## src/rtl/id_issue_ctrl.sv

```systemverilog
// Decode-stage issue controller: PFU->ID->EX handshake, 32-entry destination scoreboard, RAW/WAW stall, post-redirect drain.
// Optional macro MERLIN_ID_WB_BYPASS_EN: same-cycle write-back releases RAW hazards (regfile forwards data).
module id_issue_ctrl #(
  parameter int P_XLEN = 32
) (
  input  logic        clk_i,
  input  logic        resetb_i,
  input  logic        clk_en_i,
  input  logic        pfu_dav_i,
  input  logic        pfu_sofr_i,
  input  logic        pfu_ferr_i,
  output logic        pfu_pull_o,
  input  logic        dec_ins_err_i,
  input  logic        dec_rs1_rd_i,
  input  logic        dec_rs2_rd_i,
  input  logic [4:0]  dec_rs1_addr_i,
  input  logic [4:0]  dec_rs2_addr_i,
  input  logic        dec_regd_wr_i,
  input  logic [4:0]  dec_regd_addr_i,
  output logic        id_load_o,
  output logic        ids_dav_o,
  output logic        ids_exc_o,
  input  logic        ids_ack_i,
  input  logic        ex_flush_i,
  input  logic        wb_regd_wr_i,
  input  logic [4:0]  wb_regd_addr_i,
  output logic        hazard_stall_o,
  output logic [31:0] sb_pending_o
);

  if (P_XLEN < 32) begin : g_narrow_xlen
  end

  typedef enum logic {ST_RUN, ST_DRAIN} state_t;

  state_t      state, state_nxt;
  logic        ids_dav, ids_exc, held_wr;
  logic [4:0]  held_rd;
  logic [31:0] sb, sb_nxt, sb_rs;

  logic ins_err, rs1_use, rs2_use, rd_use;
  logic haz_rs1, haz_rs2, haz_rd, hazard;
  logic run, pull, load;

  // Faulted instructions never touch the register file, so their operands are ignored.
  assign ins_err = pfu_ferr_i | dec_ins_err_i;
  assign rs1_use = dec_rs1_rd_i & ~ins_err;
  assign rs2_use = dec_rs2_rd_i & ~ins_err;
  assign rd_use  = dec_regd_wr_i & ~ins_err;

  always_comb begin
    sb_rs = sb;
`ifdef MERLIN_ID_WB_BYPASS_EN
    if (wb_regd_wr_i) sb_rs[wb_regd_addr_i] = 1'b0;
`endif
  end

  // The held (not yet acked) instruction is in flight but not in the scoreboard yet.
  assign haz_rs1 = rs1_use && (dec_rs1_addr_i != 5'd0) &&
                   (sb_rs[dec_rs1_addr_i] || (ids_dav && held_wr && held_rd == dec_rs1_addr_i));
  assign haz_rs2 = rs2_use && (dec_rs2_addr_i != 5'd0) &&
                   (sb_rs[dec_rs2_addr_i] || (ids_dav && held_wr && held_rd == dec_rs2_addr_i));
  assign haz_rd  = rd_use && (dec_regd_addr_i != 5'd0) &&
                   (sb[dec_regd_addr_i] || (ids_dav && held_wr && held_rd == dec_regd_addr_i));
  assign hazard  = haz_rs1 | haz_rs2 | haz_rd;

  always_comb begin
    state_nxt = state;
    run       = 1'b0;
    pull      = 1'b0;
    load      = 1'b0;
    case (state)
      ST_RUN: begin
        run  = 1'b1;
        pull = clk_en_i & pfu_dav_i & ~hazard & (~ids_dav | ids_ack_i) & ~ex_flush_i;
        load = pull;
        if (ex_flush_i) state_nxt = ST_DRAIN;
      end
      ST_DRAIN: begin
        // Stale fetches are pulled and dropped; the sofr fetch waits for RUN.
        pull = clk_en_i & pfu_dav_i & ~pfu_sofr_i;
        if (!ex_flush_i && pfu_dav_i && pfu_sofr_i) state_nxt = ST_RUN;
      end
      default: state_nxt = ST_RUN;
    endcase
  end

  always_comb begin
    sb_nxt = sb;
    if (wb_regd_wr_i && wb_regd_addr_i != 5'd0) sb_nxt[wb_regd_addr_i] = 1'b0;
    if (ids_ack_i && ids_dav && held_wr && held_rd != 5'd0) sb_nxt[held_rd] = 1'b1;
    sb_nxt[0] = 1'b0;
  end

  always_ff @(posedge clk_i) begin
    if (!resetb_i) begin
      state   <= ST_RUN;
      ids_dav <= 1'b0;
      ids_exc <= 1'b0;
      held_wr <= 1'b0;
      held_rd <= 5'd0;
      sb      <= 32'd0;
    end else if (clk_en_i) begin
      state <= state_nxt;
      sb    <= sb_nxt;
      if (ex_flush_i) begin
        ids_dav <= 1'b0;
      end else if (load) begin
        ids_dav <= 1'b1;
        ids_exc <= ins_err;
        held_wr <= rd_use;
        held_rd <= ins_err ? 5'd0 : dec_regd_addr_i;
      end else if (ids_ack_i) begin
        ids_dav <= 1'b0;
      end
    end
  end

  assign pfu_pull_o     = pull;
  assign id_load_o      = load;
  assign ids_dav_o      = ids_dav;
  assign ids_exc_o      = ids_exc;
  assign hazard_stall_o = pfu_dav_i & run & hazard;
  assign sb_pending_o   = sb;

endmodule

```

## config.mk

```make
export PLATFORM = sky130hd
export DESIGN_NAME = id_issue_ctrl
export DESIGN_NICKNAME = d
export VERILOG_FILES = /design/src/rtl/id_issue_ctrl.sv
export SDC_FILE = /design/constraint.sdc
export NUM_CORES = 1
export LEC_CHECK = 0
export BUFFER_PORTS_ARGS = -buffer_cell sky130_fd_sc_hd__clkbuf_2
export CORE_ASPECT_RATIO = 2
export CORE_UTILIZATION = 50
export CTS_BUF_LIST = sky130_fd_sc_hd__clkbuf_4
export DETAILED_ROUTE_END_ITERATION = 8
export GPL_ROUTABILITY_DRIVEN = 0
export PLACE_DENSITY_LB_ADDON = 0.12
export SLEW_MARGIN = 20
export SYNTH_ARGS = -nofsm -noshare
export SYNTH_HDL_FRONTEND = slang
export SYNTH_SLANG_ARGS = --single-unit
```

## constraint.sdc

```tcl
create_clock -name clk_i -period 6 [get_ports clk_i]
set_input_delay 0.6 -clock clk_i [delete_from_list [all_inputs] [get_ports clk_i]]
set_output_delay 0.6 -clock clk_i [all_outputs]
set_load 0.03 [all_outputs]
```

==> summary.log <==
[run_status] result of the run finished clean
[setup_path] sort of element at the end of the critical path primary output
[setup_path] most frequent cell on the critical path sky130_fd_sc_hd__clkbuf_2
[global_routing] global-route wire length before repair 14900 um
[synthesis] post-synthesis instance area 2790 um^2
[floorplan] Initial Util 51.5%
[final_layout] count of non-filler cells in the finished layout 454
[floorplan] number of I/O pins 70
[clock_network] clock slew at the register clock pins of the worst setup and hold paths 0.12 ns
[synthesis] post-synthesis net count 376
[sta] hold violation count in the final report 0
[floorplan] width of the chip 54.9 um
[synthesis] EDFF count, synth 0
[placement] Port Buf Inserts 68
[final_layout] most common library cell in the layout ignoring fill and taps sky130_fd_sc_hd__clkbuf_2
[clock_network] CTS tree built
[synthesis] Mapped Cells 343
[job] max capacitance violation total 0
[final_layout] fill cell instance count of the final layout 535
[setup_path] cell chain of the critical path clkbuf_2 > mux4_1 > mux4_2 > a211o_1 > a222oi_1 > nand2_2 > o21ai_0 > clkbuf_2
[global_routing] antenna violations before repair 0
[sta] slew at the pin with the worst max-slew slack 1.01 ns
[final_layout] final layout net count 427
[drt] DRC Markers 0
[synthesis] warning count from the yosys run 0
[setup_path] critical path's slowest cell sky130_fd_sc_hd__mux4_1
[synthesis] Syn Area/Cell 8.15 um^2
[hold_path] startpoint of the lowest-slack hold path held_wr
[floorplan] area enclosed by the die boundary 5910 um^2
[setup_path] startpoint-to-endpoint class of the critical path input pin to primary output
[clock_network] clock root buffer sky130_fd_sc_hd__clkbuf_4
[synthesis] Post-synth ARST share 0%
[clock_network] number of setup buffers added after CTS 0
[setup_path] CP startpoint dec_regd_addr_i[0]
[global_routing] vias in the first global route 2878
[final_layout] total inserted antenna cells 0
[drt] number of vias per cell 6.58
[clock_network] Num CTS Buffers 5
[placement] standard cell area after detailed placement 3110 um^2
[synthesis] dominant cells by area after synthesis sky130_fd_sc_hd__dfxtp_1 (29%), sky130_fd_sc_hd__mux4_2 (9.7%), sky130_fd_sc_hd__nand2_1 (6.9%), sky130_fd_sc_hd__a21oi_1 (6.8%), sky130_fd_sc_hd__o21ai_0 (6.3%)
[global_routing] largest net degree at the start of global routing 35
[clock_network] depth of the CTS H-tree 2
[placement] Post-Place Setup Slack 1.79 ns
[sta] Max-slew headroom 32.6%
[synthesis] number of unique standard cell types used by synthesis 46
[setup_path] number of cells on the worst reg-to-reg path 6
[final_layout] area overhead of the layout relative to synthesis 13.3%
[clock_network] total clock sinks 40
[floorplan] number of core rows 38
[final_layout] share of post-route cells with drive strength above 1 24.9%
[clock_network] Post-CTS Hold Fix Bufs 0
[placement] DP Cell Count 447
[sta] final critical path time including I/O delays and setup 4.22 ns
[setup_path] launching point of the worst reg2reg path sb_pending_o[9]
[sta] Final WS setup 1.78 ns
[pwr] Pwr Density 153 nW/um^2
[sta] total setup violations reported at the end of the flow 0
[placement] estimated wirelength of the detail-placed design 7160 um
[setup_path] Crit path largest cell delay 0.63 ns
[synthesis] count of state elements after synthesis 40
[floorplan] Die Y 108 um
[final_layout] Non-Filler Cell Area, Final 3160 um^2
[synthesis] share of the yosys chip area belonging to registers 28.7%
[sta] Setup Total Neg Slack 0 ns
[synthesis] Post-synth top flop sky130_fd_sc_hd__dfxtp_1
[pwr] leakage component of the power 1.25 nW
[drt] via count 2986
[setup_path] worst endpoint data arrival time 3.62 ns
[drt] number of design-rule violations left by the first detailed-router iteration 153
[setup_path] highest fanout seen on the critical path 13
[setup_path] startpoint type of the worst setup path input pin
[sta] Fmax 237 MHz
[sta] Fin Hold WS 0.511 ns
[setup_path] Critical Path RT 5.40 ns
[global_routing] GRT Util Overall 35.6%
[sta] RSZ-0062 raised after global routing no
[final_layout] top library cells by usage in the layout, fill and taps aside sky130_fd_sc_hd__clkbuf_2 (68), sky130_fd_sc_hd__nand2_1 (51), sky130_fd_sc_hd__dfxtp_1 (40)
[clock_network] maximum clock insertion buffer count 2
[sta] max-slew violations 0
[clock_network] latest clock arrival within the worst-skew pair 0.36 ns
[drt] total wire length after detailed routing 9370 um
[sta] final clock skew 0.0135 ns
[sta] final clock period utilization by the worst path 70.3%
[pwr] peak ir drop on the vdd network 122 uV
[drt] DRT Pass-1 Iters 5
[floorplan] Core Footprint 5420 um^2
[global_routing] total grt overflow 0
[hold_path] class of the most critical hold timing path flip-flop to flip-flop
[synthesis] cell taking the most area after synthesis sky130_fd_sc_hd__dfxtp_1
[synthesis] proportion of netlist area held by the largest area contributor 28.7%
[clock_network] number of gates resized after CTS 0
[drt] number of nets still failing antenna checks after routing 0
[hold_path] Hold Path Stages 2
[drt] drt wl/cell 20.6 um
-- through the flow --
step	power, mW	utilization (%)
2_1_floorplan	0.326	-
3_3_place_gp	0.354	57.5
3_5_place_dp	0.355	57.5
4_1_cts	0.487	58.4
5_1_grt	0.504	58.4
6_report	0.486	58.4
-- worst max-delay path, delay by kind of cell --
| family | cells | cell delay, ns |
|---|---|---|
| mux | 2 | 1.09 |
| buf+inv | 2 | 0.56 |
| compound gates | 3 | 1.06 |
| simple gates | 1 | 0.30 |
-- path summary, 6_finish.rpt --
path	to	slack [ns]
setup / recovery	pfu_pull_o	1.78
hold / removal	held_wr	0.51
setup reg to reg	held_rd[0]	3.13
hold reg to reg	held_wr	0.51
-- state kept, by name, summed over array words and instances, names as in the netlist --
name,cells
sb_pending_o,31
held_rd,5
held_wr,1
ids_dav_o,1
ids_exc_o,1
state,1
-- where the power goes --
group,internal [mW],switching [mW],leakage [nW]
sequential,0.267,0.00256,0.322
clock,0.0428,0.0929,0.0271
combinational,0.0285,0.0520,0.897
-- metal layers --
layer  GRT usage, %  routed length (um)  up-vias
met5              0                   0        -
met4           21.6                 498        0
met3           8.33                 749       48
met2           57.8                4990      189
met1           39.6                3130     1389
li1               -                   -     1360
-- cell type report --
cell class                 instances  area (um^2)  area share, %
sequential                        40          801           25.3
tap                               60         75.1           2.37
clock inverter                     2         12.5          0.395
inverter                           7         26.3          0.830
clock buffer                       5         37.5           1.19
multi-input combinational        272         1870           59.2
timing repair buffer              68          340           10.8
-- kinds of logic after synthesis --
group | Yosys count | synth area share [%]
AOI/OAI and AO/OA | 94 | 19.4
and+or+nand+nor | 123 | 21.3
buffers and inverters | 31 | 4.34
xor gates and xnor gates | 15 | 4.70
other | 1 | 0.134
muxes | 39 | 21.5
DFF | 40 | 28.7
-- synth_stat cells, types with 3 or more instances --
library cell / number
sky130_fd_sc_hd__inv_1: 6
sky130_fd_sc_hd__xnor2_1: 9
sky130_fd_sc_hd__clkbuf_1: 20
sky130_fd_sc_hd__nor3_1: 3
sky130_fd_sc_hd__mux4_2: 12
sky130_fd_sc_hd__mux2i_1: 16
sky130_fd_sc_hd__nand2b_1: 5
sky130_fd_sc_hd__nand3b_1: 6
sky130_fd_sc_hd__a21oi_1: 38
sky130_fd_sc_hd__nor2_1: 20
sky130_fd_sc_hd__xor2_1: 6
sky130_fd_sc_hd__o21ai_0: 35
sky130_fd_sc_hd__dfxtp_1: 40
sky130_fd_sc_hd__mux4_1: 3
sky130_fd_sc_hd__nor2b_1: 4
sky130_fd_sc_hd__nand2_1: 51
sky130_fd_sc_hd__nand3_1: 10
sky130_fd_sc_hd__mux2_2: 8
sky130_fd_sc_hd__nand4_1: 7
sky130_fd_sc_hd__or3_1: 6
No activity file was read; power rests on OpenSTA's default activity.
